`config.mk`:
```
export PLATFORM = sky130hd
export DESIGN_NAME = trace_merge_collector_flat
export DESIGN_NICKNAME = d
export VERILOG_FILES = /design/src/rtl/trace_merge_collector_if.sv /design/src/rtl/trace_merge_collector.sv /design/src/flat_wrapper.sv
export SDC_FILE = /design/constraint.sdc
export NUM_CORES = 2
export LEC_CHECK = 0
export ABC_CLOCK_PERIOD_IN_PS = 22200
export CAP_MARGIN = 20
export CORE_ASPECT_RATIO = 1.25
export CORE_MARGIN = 5
export CORE_UTILIZATION = 61
export DETAILED_ROUTE_END_ITERATION = 12
export GPL_TIMING_DRIVEN = 0
export PLACE_DENSITY = 0.85
export SLEW_MARGIN = 20
export SYNTH_ARGS = -nofsm -noshare
export SYNTH_HDL_FRONTEND = slang
export SYNTH_SLANG_ARGS = --single-unit
```
`constraint.sdc`:
```
create_clock -name clk -period 22.2 [get_ports clk]
set_clock_uncertainty 0.15 [all_clocks]
set_input_delay 2.22 -clock clk [delete_from_list [all_inputs] [get_ports clk]]
set_output_delay 2.22 -clock clk [all_outputs]
set_load 0.005 [all_outputs]
```
`src/rtl/trace_merge_collector_if.sv`:
```
// Purpose : capture-side and merged-output signal bundle for trace_merge_collector.
// Latency : n/a (signals only).
// Backpressure: out_ready_i is driven by the consumer; capture side has none.
//
// Ports grouped here:
//   ch_valid_i/ch_addr_i/ch_data_i  per-channel event strobes, packed k*W +: W
//   ch_mask_i                       per-channel capture enable (TRACE_CH_MASK_EN only)
//   out_valid_o/out_ready_i         merged event handshake
//   out_ch_o/out_addr_o/out_data_o/out_ts_o  merged event payload
//   overflow_o/drop_cnt_o           sticky drop flag and saturating drop count
// Optional feature macro: TRACE_CH_MASK_EN.
interface trace_merge_collector_if #(
  parameter int NUM_CH = 3,
  parameter int ADDR_W = 32,
  parameter int DATA_W = 32,
  parameter int TS_W   = 16
);
  localparam int CH_W = (NUM_CH > 1) ? $clog2(NUM_CH) : 1;

  logic [NUM_CH-1:0]        ch_valid_i;
  logic [NUM_CH*ADDR_W-1:0] ch_addr_i;
  logic [NUM_CH*DATA_W-1:0] ch_data_i;
`ifdef TRACE_CH_MASK_EN
  logic [NUM_CH-1:0]        ch_mask_i;
`endif
  logic                     out_valid_o;
  logic                     out_ready_i;
  logic [CH_W-1:0]          out_ch_o;
  logic [ADDR_W-1:0]        out_addr_o;
  logic [DATA_W-1:0]        out_data_o;
  logic [TS_W-1:0]          out_ts_o;
  logic                     overflow_o;
  logic [15:0]              drop_cnt_o;

  // master: event source plus merged-stream consumer
  modport master (
`ifdef TRACE_CH_MASK_EN
    output ch_mask_i,
`endif
    output ch_valid_i, ch_addr_i, ch_data_i, out_ready_i,
    input  out_valid_o, out_ch_o, out_addr_o, out_data_o, out_ts_o,
    input  overflow_o, drop_cnt_o
  );

  // slave: the collector itself
  modport slave (
`ifdef TRACE_CH_MASK_EN
    input  ch_mask_i,
`endif
    input  ch_valid_i, ch_addr_i, ch_data_i, out_ready_i,
    output out_valid_o, out_ch_o, out_addr_o, out_data_o, out_ts_o,
    output overflow_o, drop_cnt_o
  );
endinterface

```
`src/rtl/trace_merge_collector.sv`:
```
// Purpose : per-channel trace capture FIFOs merged into one stream in timestamp order.
// Latency : event captured in cycle t is visible at the output in cycle t+1 at the earliest.
// Backpressure: out_ready_i=0 holds out_* stable; a full channel FIFO drops new events (counted).
//
// Ports:
//   clk      rising-edge clock
//   rst_n    asynchronous active-low reset
//   clear_i  synchronous flush of FIFOs, timestamp, overflow flag and drop count
//   bus      trace_merge_collector_if.slave (capture inputs, merged output, drop status)
// Optional feature macro: TRACE_CH_MASK_EN (adds bus.ch_mask_i per-channel capture enable).
module trace_merge_collector #(
  parameter int NUM_CH = 3,
  parameter int ADDR_W = 32,
  parameter int DATA_W = 32,
  parameter int DEPTH  = 8,
  parameter int TS_W   = 16
) (
  input logic                     clk,
  input logic                     rst_n,
  input logic                     clear_i,
  trace_merge_collector_if.slave  bus
);
  localparam int CH_W = (NUM_CH > 1) ? $clog2(NUM_CH) : 1;
  localparam int AW   = $clog2(DEPTH);

  typedef struct packed {
    logic [ADDR_W-1:0] addr;
    logic [DATA_W-1:0] data;
    logic [TS_W-1:0]   ts;
  } ent_t;

  ent_t              r_mem   [NUM_CH][DEPTH];
  // Pointers carry one extra wrap bit to tell full from empty.
  logic [AW:0]       r_wptr  [NUM_CH];
  logic [AW:0]       r_rptr  [NUM_CH];
  logic [TS_W-1:0]   r_ts;
  logic              r_overflow;
  logic [15:0]       r_drop_cnt;

  logic [NUM_CH-1:0] w_empty;
  logic [NUM_CH-1:0] w_full;
  logic [NUM_CH-1:0] w_mask;
  logic [NUM_CH-1:0] w_pop;
  logic [NUM_CH-1:0] w_push;
  logic [NUM_CH-1:0] w_drop;
  ent_t              w_head  [NUM_CH];
  logic              w_sel_vld;
  logic [CH_W-1:0]   w_sel;
  ent_t              w_sel_ent;
  logic [TS_W-1:0]   w_age;
  logic [3:0]        w_drop_n;
  logic [16:0]       w_cnt_sum;

`ifdef TRACE_CH_MASK_EN
  assign w_mask = bus.ch_mask_i;
`else
  assign w_mask = '1;
`endif

  always_comb begin
    for (int k = 0; k < NUM_CH; k++) begin
      w_empty[k] = (r_wptr[k] == r_rptr[k]);
      w_full[k]  = (r_wptr[k][AW] != r_rptr[k][AW]) &&
                   (r_wptr[k][AW-1:0] == r_rptr[k][AW-1:0]);
      w_head[k]  = r_mem[k][r_rptr[k][AW-1:0]];
    end
  end

  // Oldest-head selection. Scanning upward and replacing only on a strictly
  // older head makes ties fall to the lowest channel index. "Strictly older"
  // is a nonzero modular distance below half the timestamp range.
  always_comb begin
    w_sel_vld = 1'b0;
    w_sel     = '0;
    w_sel_ent = '0;
    w_age     = '0;
    for (int k = 0; k < NUM_CH; k++) begin
      w_age = w_sel_ent.ts - w_head[k].ts;
      if (!w_empty[k] && (!w_sel_vld || (w_age != '0 && !w_age[TS_W-1]))) begin
        w_sel_vld = 1'b1;
        w_sel     = CH_W'(k);
        w_sel_ent = w_head[k];
      end
    end
  end

  // A pop of a full FIFO frees the slot the simultaneous push lands in.
  always_comb begin
    w_pop    = '0;
    w_drop_n = '0;
    if (w_sel_vld && bus.out_ready_i) w_pop[w_sel] = 1'b1;
    for (int k = 0; k < NUM_CH; k++) begin
      w_push[k] = bus.ch_valid_i[k] && w_mask[k] && (!w_full[k] || w_pop[k]);
      w_drop[k] = bus.ch_valid_i[k] && w_mask[k] && w_full[k] && !w_pop[k];
      w_drop_n  = w_drop_n + 4'(w_drop[k]);
    end
    w_cnt_sum = {1'b0, r_drop_cnt} + 17'(w_drop_n);
  end

  // Payload is masked to zero by w_sel_ent's default when nothing is queued.
  assign bus.out_valid_o = w_sel_vld;
  assign bus.out_ch_o    = w_sel;
  assign bus.out_addr_o  = w_sel_ent.addr;
  assign bus.out_data_o  = w_sel_ent.data;
  assign bus.out_ts_o    = w_sel_ent.ts;
  assign bus.overflow_o  = r_overflow;
  assign bus.drop_cnt_o  = r_drop_cnt;

  always_ff @(posedge clk or negedge rst_n) begin
    if (!rst_n) begin
      r_ts       <= '0;
      r_overflow <= 1'b0;
      r_drop_cnt <= '0;
      for (int k = 0; k < NUM_CH; k++) begin
        r_wptr[k] <= '0;
        r_rptr[k] <= '0;
      end
    end else if (clear_i) begin
      r_ts       <= '0;
      r_overflow <= 1'b0;
      r_drop_cnt <= '0;
      for (int k = 0; k < NUM_CH; k++) begin
        r_wptr[k] <= '0;
        r_rptr[k] <= '0;
      end
    end else begin
      r_ts <= r_ts + 1'b1;
      for (int k = 0; k < NUM_CH; k++) begin
        if (w_push[k]) r_wptr[k] <= r_wptr[k] + 1'b1;
        if (w_pop[k])  r_rptr[k] <= r_rptr[k] + 1'b1;
      end
      if (|w_drop) begin
        r_overflow <= 1'b1;
        r_drop_cnt <= w_cnt_sum[16] ? 16'hFFFF : w_cnt_sum[15:0];
      end
    end
  end

  // Storage needs no reset: pointers alone decide what is valid.
  always_ff @(posedge clk) begin
    for (int k = 0; k < NUM_CH; k++) begin
      if (w_push[k] && !clear_i) begin
        r_mem[k][r_wptr[k][AW-1:0]] <= '{addr: bus.ch_addr_i[k*ADDR_W +: ADDR_W],
                                         data: bus.ch_data_i[k*DATA_W +: DATA_W],
                                         ts:   r_ts};
      end
    end
  end
endmodule

```
`src/flat_wrapper.sv`:
```
// flat-port wrapper written by rule: the top's interface ports become plain ports
module trace_merge_collector_flat 
#(
  parameter int NUM_CH = 3,
  parameter int ADDR_W = 32,
  parameter int DATA_W = 32,
  parameter int DEPTH  = 8,
  parameter int TS_W   = 16
)
  (clk, rst_n, clear_i, bus_ch_valid_i, bus_ch_addr_i, bus_ch_data_i, bus_out_ready_i, bus_out_valid_o, bus_out_ch_o, bus_out_addr_o, bus_out_data_o, bus_out_ts_o, bus_overflow_o, bus_drop_cnt_o);
  trace_merge_collector_if #(.NUM_CH(NUM_CH), .ADDR_W(ADDR_W), .DATA_W(DATA_W), .TS_W(TS_W)) bus_i ();
  input logic clk;
  input logic rst_n;
  input logic clear_i;
  input wire logic [$bits(bus_i.ch_valid_i)-1:0] bus_ch_valid_i;
  input wire logic [$bits(bus_i.ch_addr_i)-1:0] bus_ch_addr_i;
  input wire logic [$bits(bus_i.ch_data_i)-1:0] bus_ch_data_i;
  input wire logic [$bits(bus_i.out_ready_i)-1:0] bus_out_ready_i;
  output wire logic [$bits(bus_i.out_valid_o)-1:0] bus_out_valid_o;
  output wire logic [$bits(bus_i.out_ch_o)-1:0] bus_out_ch_o;
  output wire logic [$bits(bus_i.out_addr_o)-1:0] bus_out_addr_o;
  output wire logic [$bits(bus_i.out_data_o)-1:0] bus_out_data_o;
  output wire logic [$bits(bus_i.out_ts_o)-1:0] bus_out_ts_o;
  output wire logic [$bits(bus_i.overflow_o)-1:0] bus_overflow_o;
  output wire logic [$bits(bus_i.drop_cnt_o)-1:0] bus_drop_cnt_o;
  assign bus_i.ch_valid_i = bus_ch_valid_i;
  assign bus_i.ch_addr_i = bus_ch_addr_i;
  assign bus_i.ch_data_i = bus_ch_data_i;
  assign bus_i.out_ready_i = bus_out_ready_i;
  assign bus_out_valid_o = bus_i.out_valid_o;
  assign bus_out_ch_o = bus_i.out_ch_o;
  assign bus_out_addr_o = bus_i.out_addr_o;
  assign bus_out_data_o = bus_i.out_data_o;
  assign bus_out_ts_o = bus_i.out_ts_o;
  assign bus_overflow_o = bus_i.overflow_o;
  assign bus_drop_cnt_o = bus_i.drop_cnt_o;
  trace_merge_collector #(.NUM_CH(NUM_CH), .ADDR_W(ADDR_W), .DATA_W(DATA_W), .DEPTH(DEPTH), .TS_W(TS_W)) u_core (.clk(clk), .rst_n(rst_n), .clear_i(clear_i), .bus(bus_i));
endmodule
```
==> impl_results.md <==
* Synth top area cells: edfxtp_1, mux4_2, mux2i_1, dfrtp_1, mux2_2
* Slew Limit Fails at 2
* WL met1 at 73.5 mm
* Post-synthesis cell count at roughly 3.8k
* Met2 routed WL at ~110 mm
* Tmin final at between 15 and 20 ns
* # port buffers at around 300
* Final Setup Violations at 0
* Routed Wire Length at roughly 240 mm
* RSZ-0062 raised after global routing: no
* Top routing layer in use: met5
* Max Buffers Root-to-Sink at 3
* Ys flop type: edfxtp_1
* Largest stage delay, worst path at ~1.3 ns
* TritonCTS clock tree: yes
* Largest net degree at the start of global routing at 38
* GRT overflow at 0
* WP data arrival at approximately 16 ns
* Sequential-to-total area share from yosys stat at 0.749
* DIE WIDTH at 332 µm
* Register clock-pin slew on the reported worst setup and hold paths at ~0.07 ns
* Layout cells sized above 1 at 0.262
* Hold_ws at ~0.36 ns
* Fin. Hold Viols at 0
* Syn-to-layout area delta at 16.9%
* Core Area at between 100,000 and 150,000 µm²
* Die height at around 410 µm
* CTS resizes at 0
* Status: finished, violations left
* Post-Synthesis Cell Area at 78,900 µm²
* Total GRT Usage at 0.346
* CP Max Fanout at 11
* Initial core utilization at 0.614
* Seq cells post-synth at slightly below 2k
* Post-DRT Antenna Nets at 0
* DIE AREA at between 100,000 and 150,000 µm²
* Launching point of the worst reg2reg path: u_core.r_rptr[9]$_DFFE_PN0P_
* Tcrit/Tclk final at 0.814
* Hold Crit Start: u_core.bus.overflow_o$_DFFE_PN0P_
* Post-CTS Hold Fix Bufs at 0
* Via density per instance at 7.19
* CP Capture Type: output port
* Vias at ~46k
* First-pass GRT wire length at about 340 mm
* Design area at about 92,000 µm²
* Synth unique cells at 77
* Nets at around 4.8k
* Post-Syn Area per Cell at approximately 21 µm²
* CP required at around 20 ns
* Clk Tree Root Cell: clkbuf_16
* Pwr/cell area at around 120 nW/µm²
* Share of synthesized flip-flops with an asynchronous set or reset at 0.0288
* Failing checks: capacitance limit, slew limit
* Critical path class: flip-flop to output port
* Fmax at roughly 0.055 GHz
* DP Wirelength at around 150 mm
* Worst Hold Class: flip-flop to flip-flop
* WL/cell at between 30 and 40 µm
* Rows at about 150
* Post-synth top area cell: edfxtp_1
* Post-synth EDFFs at between 1.5k and 2k
* Num Clock Sinks at ~2.0k
* Syn. warnings at 0
* Routed met3 length at 31.2 mm
* Antenna violations before repair at 48
* Vias in the first global route at 45.9k
* Lkg Pwr at slightly below 30 nW
* First-pass iteration count of the detailed router at 6
* Number of remaining DRC errors at 0
* Post-CTS Setup Inserts at 0
* Syn Nets at between 4k and 5k
* Top cell type's share of synthesized area at 0.731
* Peak VDD IR at approximately 0.19 mV
* R2R setup slack at between 6 and 7 ns
* Num CTS Buffers at approximately 180
* Worst-Skew Late Latency at between 0.8 and 0.9 ns
* Initial drt markers at ~7.8k
* Max Cap Viol at 1
* Max-slew headroom at the worst pin at -0.0397
* Worst-Margin Slew at about 1.6 ns
* Crit path from: u_core.r_rptr[9]$_DFFE_PN0P_
* Slowest stage cell, crit path: a211oi_1
* Boundary Pins at between 200 and 300
* H-tree Lvls at 4
* Gpl congestion at 0.926
* Area after DPL at approximately 87,000 µm²
* CP startpoint kind: flip-flop
* Final Power at roughly 11 mW
synthesized netlist by cell type, drive strengths merged (15+ instances only):
cell    instances
ha             44
xnor2          16
mux2           74
nor3           98
buf            89
mux4          480
nand2          40
a211oi         70
edfxtp       1920
inv            39
a21oi         120
nand2b         17
mux2i         192
o21ai          31
nand3          30
xor2           26
clkbuf        125
nor2b          15
nor4           18
nor2          107
dfrtp          57
per-layer routing:
layer	track usage	up-vias
li1	-	17300
met1	0.415	23100
met2	0.544	4776
met3	0.0904	1004
met4	0.262	22
met5	0.00638	-
cell type report:
class | instances | area [µm²]
Inverter | 39 | 146
Timing Repair Buffer | 601 | 5400
Sequential cell | 1977 | 59100
Fill cell | 6799 | 36300
Clock inverter | 91 | 774
Buffer | 214 | 896
Antenna cell | 41 | 103
Clock buffer | 226 | 4730
Multi-Input combinational cell | 1531 | 19000
Tap cell | 1713 | 2140
worst paths after layout:
check | endpoint | depth (start not counted)
hold / removal | u_core.bus.overflow_o$_DFFE_PN0P_ | 2
hold reg to reg | u_core.bus.overflow_o$_DFFE_PN0P_ | 2
max in group asynchronous | u_core.r_ts[14]$_DFF_PN0_ | 2
setup / recovery | bus_out_addr_o[31] | 39
setup reg to reg | u_core.bus.drop_cnt_o[3]$_DFFE_PN0P_ | 47
min in group asynchronous | u_core.r_wptr[4]$_DFFE_PN0P_ | 1
cells in the final DEF (no fill, tap or decap), types with 8 or more instances in the layout:
cell type,count
edfxtp_1,1920
mux4_2,480
clkdlybuf4s50_1,296
mux2i_1,192
clkbuf_16,180
clkbuf_1,164
buf_4,136
buf_2,127
a21oi_1,119
nor2_1,105
nor3_1,88
mux2_2,70
buf_6,58
dfrtp_1,57
buf_1,51
ha_1,44
a211oi_2,43
diode_2,41
nand2_1,40
inv_1,38
clkinv_1,33
nand3_1,30
o21ai_0,28
a211oi_1,27
clkinv_2,27
xor2_1,26
nand2b_1,17
xnor2_1,16
nor2b_1,15
a21o_1,14
nand4_1,14
a31oi_1,12
o21a_1,11
nor3_2,10
bufinv_16,10
clkbuf_2,9
inv_6,9
and3_1,8
nor4_2,8
critical path, delay by kind of cell (launching register included):
kind / cells / cell delay, ns
AOI/OAI and AO/OA: 16 / 5.36
buffers and inverters: 11 / 5.25
and+or+nand+nor: 6 / 2.03
DFF: 1 / 0.38
adders and majority gates: 3 / 1.03
xor gates and xnor gates: 2 / 0.37
muxes: 1 / 0.39
flip-flops by register name, summed over array words and instances, names as in the netlist:
name,flops
u_core.r_mem,1920
u_core.r_ts,16
u_core.bus.drop_cnt_o,16
u_core.bus.overflow_o,1
u_core.r_wptr,12
u_core.r_rptr,12
per-stage QoR:
step                      worst slack (ns)   TNS, ns  cells  utilization
after global placement               -5.08  -3529.05   5771        0.654
after CTS                             4.99         0   6388        0.716
final                                 4.14         0   6433        0.717
after global routing                  4.14         0   6415        0.717
after floorplan                       5.13         0   3761            -
after detailed placement              6.17         0   6071        0.673
kinds of logic after synthesis:
| family | share of synthesized area |
|---|---|
| flip-flops | 0.749 |
| multiplexers | 0.172 |
| AND/OR/NAND/NOR | 0.0252 |
| AO/OA/AOI/OAI | 0.0284 |
| buffers and inverters | 0.0130 |
| adder cells (fa/ha/maj) | 0.00799 |
| XOR/XNOR | 0.00466 |
where the power goes:
part | leakage [nW] | switching (mW) | internal, mW
logic | 8.39 | 2.16 | 1.42
registers | 18.2 | 0.0245 | 4.14
clock network | 2.69 | 1.41 | 1.63
Power figures use the tool's default switching activity.
